### src/rtl/mem_rr_arbiter.sv
// Round-robin arbiter sharing a single-port 32x8 synchronous memory between two
// valid/ready requesters; memory pins and responses are registered.
module mem_rr_arbiter #(
   parameter int ADDR_W = 5,
   parameter int DATA_W = 8
) (
   input  logic              clk,
   input  logic              rst,
   input  logic              req0_valid,
   input  logic              req0_write,
   input  logic [ADDR_W-1:0] req0_addr,
   input  logic [DATA_W-1:0] req0_wdata,
   output logic              req0_ready,
   output logic              rsp0_valid,
   output logic [DATA_W-1:0] rsp0_rdata,
   input  logic              req1_valid,
   input  logic              req1_write,
   input  logic [ADDR_W-1:0] req1_addr,
   input  logic [DATA_W-1:0] req1_wdata,
   output logic              req1_ready,
   output logic              rsp1_valid,
   output logic [DATA_W-1:0] rsp1_rdata,
   output logic              write,
   output logic              read,
   output logic [ADDR_W-1:0] addr,
   output logic [DATA_W-1:0] data_in,
   input  logic [DATA_W-1:0] data_out,
   output logic              busy
);

   typedef enum logic [1:0] {
      S_IDLE    = 2'd0,
      S_ISSUE   = 2'd1,
      S_WAIT_RD = 2'd2
   } state_t;

   state_t            state_q, state_d;
   logic              write_q, write_d;
   logic              read_q, read_d;
   logic [ADDR_W-1:0] addr_q, addr_d;
   logic [DATA_W-1:0] data_in_q, data_in_d;
   logic              owner_q, owner_d;
   logic              last_grant_q, last_grant_d;
   logic              rsp0_valid_q, rsp0_valid_d;
   logic              rsp1_valid_q, rsp1_valid_d;
   logic [DATA_W-1:0] rsp0_rdata_q, rsp0_rdata_d;
   logic [DATA_W-1:0] rsp1_rdata_q, rsp1_rdata_d;
   logic              busy_q, busy_d;
   logic              winner_s;
   logic              any_valid_s;
   logic              ready0_s, ready1_s;

   // Next-state, arbitration and registered-pin computation
   always_comb begin
      state_d      = state_q;
      write_d      = write_q;
      read_d       = read_q;
      addr_d       = addr_q;
      data_in_d    = data_in_q;
      owner_d      = owner_q;
      last_grant_d = last_grant_q;
      rsp0_valid_d = 1'b0;
      rsp1_valid_d = 1'b0;
      rsp0_rdata_d = rsp0_rdata_q;
      rsp1_rdata_d = rsp1_rdata_q;
      ready0_s     = 1'b0;
      ready1_s     = 1'b0;
      any_valid_s  = req0_valid | req1_valid;
      // On a tie the requester that did not win last time goes next.
      if (req0_valid && req1_valid) begin
         winner_s = ~last_grant_q;
      end else if (req1_valid) begin
         winner_s = 1'b1;
      end else begin
         winner_s = 1'b0;
      end

      case (state_q)
         S_IDLE: begin
            write_d = 1'b0;
            read_d  = 1'b0;
            if (any_valid_s) begin
               ready0_s     = ~winner_s;
               ready1_s     = winner_s;
               addr_d       = winner_s ? req1_addr  : req0_addr;
               data_in_d    = winner_s ? req1_wdata : req0_wdata;
               write_d      = winner_s ? req1_write : req0_write;
               read_d       = winner_s ? ~req1_write : ~req0_write;
               owner_d      = winner_s;
               last_grant_d = winner_s;
               state_d      = S_ISSUE;
            end else begin
               state_d = S_IDLE;
            end
         end
         S_ISSUE: begin
            write_d = 1'b0;
            read_d  = 1'b0;
            if (write_q) begin
               state_d = S_IDLE;
            end else begin
               state_d = S_WAIT_RD;
            end
         end
         S_WAIT_RD: begin
            if (owner_q) begin
               rsp1_valid_d = 1'b1;
               rsp1_rdata_d = data_out;
            end else begin
               rsp0_valid_d = 1'b1;
               rsp0_rdata_d = data_out;
            end
            state_d = S_IDLE;
         end
         default: begin
            write_d = 1'b0;
            read_d  = 1'b0;
            state_d = S_IDLE;
         end
      endcase
      busy_d = (state_d != S_IDLE);
   end

   // State and output registers
   always_ff @(posedge clk or posedge rst) begin
      if (rst) begin
         state_q      <= S_IDLE;
         write_q      <= 1'b0;
         read_q       <= 1'b0;
         addr_q       <= '0;
         data_in_q    <= '0;
         owner_q      <= 1'b0;
         last_grant_q <= 1'b1;
         rsp0_valid_q <= 1'b0;
         rsp1_valid_q <= 1'b0;
         rsp0_rdata_q <= '0;
         rsp1_rdata_q <= '0;
         busy_q       <= 1'b0;
      end else begin
         state_q      <= state_d;
         write_q      <= write_d;
         read_q       <= read_d;
         addr_q       <= addr_d;
         data_in_q    <= data_in_d;
         owner_q      <= owner_d;
         last_grant_q <= last_grant_d;
         rsp0_valid_q <= rsp0_valid_d;
         rsp1_valid_q <= rsp1_valid_d;
         rsp0_rdata_q <= rsp0_rdata_d;
         rsp1_rdata_q <= rsp1_rdata_d;
         busy_q       <= busy_d;
      end
   end

   assign req0_ready = ready0_s;
   assign req1_ready = ready1_s;
   assign rsp0_valid = rsp0_valid_q;
   assign rsp1_valid = rsp1_valid_q;
   assign rsp0_rdata = rsp0_rdata_q;
   assign rsp1_rdata = rsp1_rdata_q;
   assign write      = write_q;
   assign read       = read_q;
   assign addr       = addr_q;
   assign data_in    = data_in_q;
   assign busy       = busy_q;

endmodule

### config.mk
export PLATFORM = sky130hd
export DESIGN_NAME = mem_rr_arbiter
export DESIGN_NICKNAME = d
export VERILOG_FILES = /design/src/rtl/mem_rr_arbiter.sv
export SDC_FILE = /design/constraint.sdc
export NUM_CORES = 1
export LEC_CHECK = 0
export BUFFER_PORTS_ARGS = -buffer_cell sky130_fd_sc_hd__clkbuf_2
export CAP_MARGIN = 20
export CORE_ASPECT_RATIO = 1.2
export CORE_MARGIN = 5
export CORE_UTILIZATION = 48
export CTS_CLUSTER_SIZE = 24
export DETAILED_ROUTE_END_ITERATION = 12
export GPL_TIMING_DRIVEN = 0
export HOLD_SLACK_MARGIN = 0.02
export PLACE_DENSITY_LB_ADDON = 0.1
export SKIP_LAST_GASP = 1
export SLEW_MARGIN = 40
export SYNTH_ARGS = -nofsm -noshare
export SYNTH_HDL_FRONTEND = slang
export SYNTH_SLANG_ARGS = --single-unit
### constraint.sdc
create_clock -name clk -period 5.3 [get_ports clk]
set_clock_uncertainty 0.1 [all_clocks]
set_input_delay 0.53 -clock clk [delete_from_list [all_inputs] [get_ports clk]]
set_output_delay 0.53 -clock clk [all_outputs]
set_load 0.005 [all_outputs]
==> run metrics, run 1 <==
I/O Pins=76; via count=1238; peak supply drop=0.328 mV; Post-Place Cell Area=just under 2000 um2; post-layout min period=2.65 ns; CP Launch Type=flop; Setup WS pre-CTS=~3.0 ns; Rel. slew slack=58.4%; CP Capture Point=req0_ready; CTS tree=yes; Final period util=49.9%; sequential-to-total area share from yosys stat=61.0%; FF-to-FF Start=state_q[1]$_DFF_PP0_; share of layout cells above drive strength 1=51.9%; largest net degree at the start of global routing=39; Core Area=3110 um2; Routed Antenna Nets=0; wire length of the first global-routing pass=5.55 mm; worst setup margin=2.65 ns; RSZ-0062 raised after global routing=false; Total GRT Usage=16.7%; GRT overflow=0; Syn Inst Count=123; I/O Buffers=75; Die Wd=62.0 um; Leakage=about 0.0011 uW; initial antenna violation count=0; clk buf depth=2; mapped cell area=1560 um2; CTS Buf Count=5; syn avg cell area=12.7 um2; Critical Path Start=state_q[1]$_DFF_PP0_; clock-pin slew on the worst setup and hold paths=0.11 ns; die height=72.5 um; Slew Viols, Final=0; routed len/inst=14.1 um; total negative slack=0 ns; Starting Density=50.2%; final setup fails=0; syn nets=163; Area Overhead vs Synth=30.9%; R2R setup slack=between 3 and 4 ns; DR DRC count=0; final WL=3.41 mm; via density per instance=5.12; register share of total power=44.1%; fin area=2040 um2; switch share=33.1%; total power=1150 uW; Max Cap Viol=0; Die ar.=4500 um2; Num Clock Sinks=38; CP Capture Type=output port; clock latency on the worst-skew pair=between 0.3 and 0.4 ns; root buffer cell=clkbuf_4; RR Endpoint=data_in[4]$_DFFE_PP0P_; vias in the first global route=1297; Yosys warnings=0; Fmax achieved=378 MHz; Crit Path Category=flop to output port; worst hold path type=input pin to async pin; Crit Path Max Fanout=10; drt first pass iters=4; # Post-CTS Setup Buffers=0; clock network power share=13.3%; H-tree levels=2; diode count=0; CP required=4.67 ns; reg2reg path depth=5; post-cts resize count=0; Yosys cell types=22; Worst-Margin Slew=0.623 ns; Comb power frac=42.6%; final hold vios=0; WP data arrival=2.02 ns; Psw=380 uW; Internal=767 uW; Final Wtd Congestion=0.712; status=finished clean; flops & latches, synth=38; dpl hpwl=between 2 and 3 mm; Cell Pwr Density=approximately 560 nW/um2; Nets=245; hold slack=0.127 ns; Cell Rows=22; Hold Buf Count CTS=0; First DRT Iteration DRCs=40
==> how the worst min path moves through the flow <==
| stage | slack, ns | from | cells after the start | endpoint |
|---|---|---|---|---|
| 3_3_place_gp | 0.33 | state_q[1]$_DFF_PP0_ | 1 | state_q[1]$_DFF_PP0_ |
| 5_1_grt | 0.14 | rst | 2 | rsp0_rdata[5]$_DFFE_PP0P_ |
| 4_1_cts | 0.22 | rst | 2 | rsp0_rdata[5]$_DFFE_PP0P_ |
| 6_report | 0.13 | rst | 2 | rsp0_rdata[5]$_DFFE_PP0P_ |
| 2_1_floorplan | 0.32 | state_q[1]$_DFF_PP0_ | 1 | state_q[1]$_DFF_PP0_ |
| 3_5_place_dp | 0.36 | state_q[1]$_DFF_PP0_ | 1 | state_q[1]$_DFF_PP0_ |
==> sequential cells by signal (all words and copies together), names as in the netlist <==
name          count
addr              5
busy              1
data_in           8
last_grant_q      1
owner_q           1
read              1
rsp0_rdata        8
rsp0_valid        1
rsp1_rdata        8
rsp1_valid        1
state_q           2
write             1
==> layout by cell type, fill, tap and decap left out <==
master and instances:
a21oi_1 2, mux2_2 16, or2_1 2, a21bo_1 1, clkbuf_1 3, clkbuf_8 1, and2_1 1, nor2b_1 1
a211oi_2 1, nor3b_1 1, buf_2 2, mux2i_1 1, clkbuf_2 75, nand2_1 2, nor2_1 2, dfrtp_1 37
clkbuf_4 5, a221o_1 13, buf_6 3, a22o_1 1, o21ai_0 1, inv_1 18, clkinv_2 2, or2_2 1
dfstp_2 1, nor3_1 13
==> per-layer routing <==
layer | vias up | wire, um | track usage [%]
met3 | 5 | 384 | 7.65
met4 | 0 | 44 | 4.95
met5 | - | 0 | 0
met2 | 54 | 1700 | 27.9
met1 | 589 | 1280 | 18.6
li1 | 590 | - | -
==> kinds of logic (layout without fill, tap and decap cells) <==
group | count (synthesis) | in the layout | share of synthesized area (%)
flip-flops | 38 | 38 | 61.0
buffers and inverters | 26 | 109 | 7.86
AO/OA/AOI/OAI | 19 | 19 | 11.3
multiplexers | 17 | 17 | 12.2
AND/OR/NAND/NOR | 23 | 23 | 7.62
==> through the flow <==
step                      std cells  utilization [%]
after floorplan                 123                -
after global placement          234             63.7
after detailed placement        234             63.7
after CTS                       242             65.6
after global routing            242             65.6
final                           242             65.6
==> Yosys cell counts, drive strengths merged <==
cell	count	area (um2)
dfrtp	37	926
inv	19	71.3
mux2	16	180
a221o	13	130
nor3	13	65.1
buf	5	43.8
or2	3	18.8
a21oi	2	10.0
clkbuf	2	7.51
nand2	2	7.51
nor2	2	7.51
a211oi	1	12.5
a21bo	1	10.0
a22o	1	8.76
and2	1	6.26
dfstp	1	26.3
mux2i	1	10.0
nor2b	1	6.26
nor3b	1	7.51
o21ai	1	5.00
==> layout make-up <==
class,instances,area (um2)
Multi-Input combinational cell,59,485
Timing Repair Buffer,75,375
Clock buffer,7,55.1
Clock inverter,1,5.00
Tap cell,36,45.0
Sequential cell,38,952
Buffer,7,51.3
Fill cell,254,1070
Inverter,19,72.6
==> power groups by stage <==
stage | Clock, uW | Sequential (uW) | Combinational (uW)
after CTS | 158 | 508 | 499
after detailed placement | 0 | 513 | 499
final | 152 | 506 | 489
after floorplan | 0 | 514 | 282
after global routing | 174 | 524 | 541
after global placement | 0 | 502 | 486
==> critical path: stages, from the launching register on <==
cell and delay (ns):
dfrtp_1 0.41, or2_1 0.25, buf_6 0.14, a211oi_2 0.41, buf_2 0.32, clkbuf_2 0.15
No activity file was read; power rests on OpenSTA's default activity.
==> run 2, diff against run 1 <==
ABC_AREA = 1   (was not set)
CORE_UTILIZATION = 47   (was 48)
clock period = 2.6 ns   (was 5.3 ns; I/O delays follow)
==> run 2 against run 1 <==
Sequential share of layout area is 5.1 points lower. Power is 120% higher. Worst hold slack worse by 0.014 ns. Clock power grew to 2.8 times the previous value. Die area is 12% higher. Critical endpoint unchanged. Highest routed layer unchanged. Largest power group is now combinational logic. Flip-flop and latch count stayed put. Setup slack worse by 1.9 ns. Core utilization is 2.0 points lower.
==> run metrics, run 2 <==
CP required=2.24 ns (-2.43 ns); Cell Rows=24 (+9.1%); Starting Density=48.3% (-1.9 points); CTS Buf Count=5 (unchanged); switch share=37.5% (+4.4 points); Synth area leaders=dfrtp_1 (53%), nand2_1 (19%), nand3_1 (4.9%); area of the multi-input gates=639 um2 (+32%); Nets=319 (+30%); status=finished clean; Die ar.=5030 um2 (+12%); clock-pin slew on the worst setup and hold paths=0.08 ns (-0.03 ns); Post-Synth XOR/XNOR Area=0% (unchanged); First DRT Iteration DRCs=58 (+45%); Yosys cell types=22 (unchanged); clock latency on the worst-skew pair=0.28 ns (-0.05 ns); Final period util=a little under three quarters; CP max stage delay=0.48 ns (+0.07 ns); Synth top area share=53.2% (-6.1 points); die height=76.7 um (+5.8%); drt first pass iters=4 (unchanged); Internal=1570 uW (+110%); post-layout min period=1.86 ns; Die Wd=65.6 um (+5.6%); Rel. slew slack=68.8% (+10 points); sequential-to-total area share from yosys stat=54.7% (-6.3 points); number of synthesized flops with an enable pin=0 (unchanged); Synth Area in Compound Gates=6.61% (-4.7 points); Synth Area in Adders=0% (unchanged); root buffer cell=clkbuf_8; Setup WS pre-CTS=1.05 ns (-1.99 ns); fraction of registers with async set/reset=100% (unchanged); largest net degree at the start of global routing=21 (-46%); CP Capture Type=output port; most common cell after layout, fill and taps aside=nand2_1; total negative slack=0 ns (unchanged); crit-path cells=inv_2 -> nand2_4 -> nor2_8 -> inv_6 -> buf_12 -> nor2_2 -> clkbuf_2; Crit Path Category=flop to output port; Area Overhead vs Synth=31.7%; WP data arrival=1.50 ns (-0.52 ns); routed len/inst=11.9 um (-16%); diode count=0 (unchanged); clk buf depth=2 (unchanged); Core Area=3600 um2 (+16%); Cell Pwr Density=1100 nW/um2 (+96%); register share of total power=41.3% (-2.8 points); flops & latches, synth=38 (unchanged); mapped cell area=1740 um2 (+12%); FF/Latch Area=952 um2 (unchanged); commonest cells in the netlist=nand2_1 (86), dfrtp_1 (37), nand3_1 (17); area leader, netlist=dfrtp_1; slowest CP cell=dfrtp_1; worst setup margin=0.743 ns (-1.91 ns); final setup fails=0 (unchanged); Worst-Margin Slew=0.467 ns (-0.156 ns); Hold Buf Count CTS=1 (+1); fill cell count=342 (+35%); Total GRT Usage=16.3% (-0.44 points); RSZ-0062 raised after global routing=false; Syn Inst Count=196 (+59%); syn nets=236 (+45%); final WL=3.78 mm (+11%); # Post-CTS Setup Buffers=0 (unchanged); Yosys warnings=0 (unchanged); CTS tree=yes; via count=1490 (+20%); post-cts resize count=0 (unchanged); most frequent cell after synthesis=nand2_1; initial antenna violation count=0 (unchanged); clock network power share=16.6% (+3.3 points); vias in the first global route=1465 (+13%); syn avg cell area=8.88 um2 (-30%); I/O Pins=76 (unchanged); dpl hpwl=2.94 mm (+10%); Fmax achieved=538 MHz; Crit Path Max Fanout=10 (unchanged); Num Clock Sinks=38 (unchanged); Leakage=0.00136 uW (+22%); Comb power frac=42.1% (-0.5 points); final hold vios=0 (unchanged); Final Wtd Congestion=0.695 (-2.4%); DR DRC count=0 (unchanged); dominant synthesized flop cell=dfrtp_1; via density per instance=4.67 (-8.7%); GRT overflow=0 (unchanged); wire length of the first global-routing pass=6.53 mm (+18%); worst hold path type=input pin to flop; Routed Antenna Nets=0 (unchanged); share of layout cells above drive strength 1=40.7% (-11 points); I/O Buffers=74 (-1.3%); CP Launch Type=flop; H-tree levels=2 (unchanged); Psw=944 uW (+150%); main combinational cell family by area after synthesis=simple AND/OR/NAND/NOR gates; Slew Viols, Final=0 (unchanged); peak supply drop=0.562 mV (+72%); most frequent cells in the layout=nand2_1 (86), clkbuf_2 (74), dfrtp_1 (37); post-synthesis mux area share=0% (-12 points); Post-Synth Simple-Gate Area=30.1% (+23 points); Max Cap Viol=0 (unchanged)
==> run 2: metrics by stage <==
stage | utilization, % | hold WS [ns] | power (uW) | cells | cell area, um2
2_1_floorplan | - | 0.316 | 1700 | 196 | 1740
3_3_place_gp | 59.9 | 0.361 | 2110 | 309 | 2160
3_5_place_dp | 60.7 | 0.192 | 2140 | 310 | 2190
4_1_cts | 63.6 | 0.108 | 2560 | 319 | 2290
5_1_grt | 63.6 | 0.117 | 2740 | 319 | 2290
6_report | 63.6 | 0.113 | 2520 | 319 | 2290
==> run 2: critical path, delay by kind of cell (launching register included) <==
kind / cells / cell delay [ns]
simple gates: 3 / 0.32
buf+inv: 4 / 0.42
flops: 1 / 0.48
==> run 2: final timing paths <==
check / startpoint / slack [ns] / end / depth (start not counted)
max reg2reg: state_q[1]$_DFF_PP0_ / 1.25 / data_in[3]$_DFFE_PP0P_ / 7
min: data_out[7] / 0.11 / rsp1_rdata[7]$_DFFE_PP0P_ / 3
max: state_q[1]$_DFF_PP0_ / 0.74 / req0_ready / 7
min in group asynchronous: rst / 0.43 / data_in[3]$_DFFE_PP0P_ / 3
min reg2reg: addr[3]$_DFFE_PP0P_ / 0.38 / addr[3]$_DFFE_PP0P_ / 2
max in group asynchronous: rst / 1.44 / last_grant_q$_DFFE_PP1P_ / 4
==> run 2: per-layer routing <==
| metal | vias up | wire length [um] | global-route usage (%) |
|---|---|---|---|
| met2 | 48 | 1880 | 26.5 |
| met1 | 664 | 1590 | 21.0 |
| met3 | 5 | 264 | 3.80 |
| li1 | 773 | - | - |
| met5 | - | 0 | 0 |
| met4 | 0 | 46 | 5.60 |
==> run 2: layout make-up <==
class                   count  share of cell area (%)
flip-flops and latches     38                    41.5
well taps                  39                    2.13
inverters                  17                    3.00
multi-input cells         133                    27.9
plain buffers               8                    3.49
repair buffers             76                    17.8
clock buffers               6                    3.60
clock inverters             2                   0.546
==> run 2: cell families after synthesis <==
| logic type | Yosys count |
|---|---|
| AND/OR/NAND/NOR | 116 |
| flip-flops | 38 |
| buffers and inverters | 25 |
| AO/OA/AOI/OAI | 17 |
==> run 2: power groups by stage <==
stage                     Combinational, uW  Clock (uW)  Sequential (uW)
after floorplan                         639           0             1060
after global placement                 1070           0             1040
after detailed placement               1090           0             1050
after CTS                              1090         431             1040
after global routing                   1200         456             1070
final                                  1060         418             1040
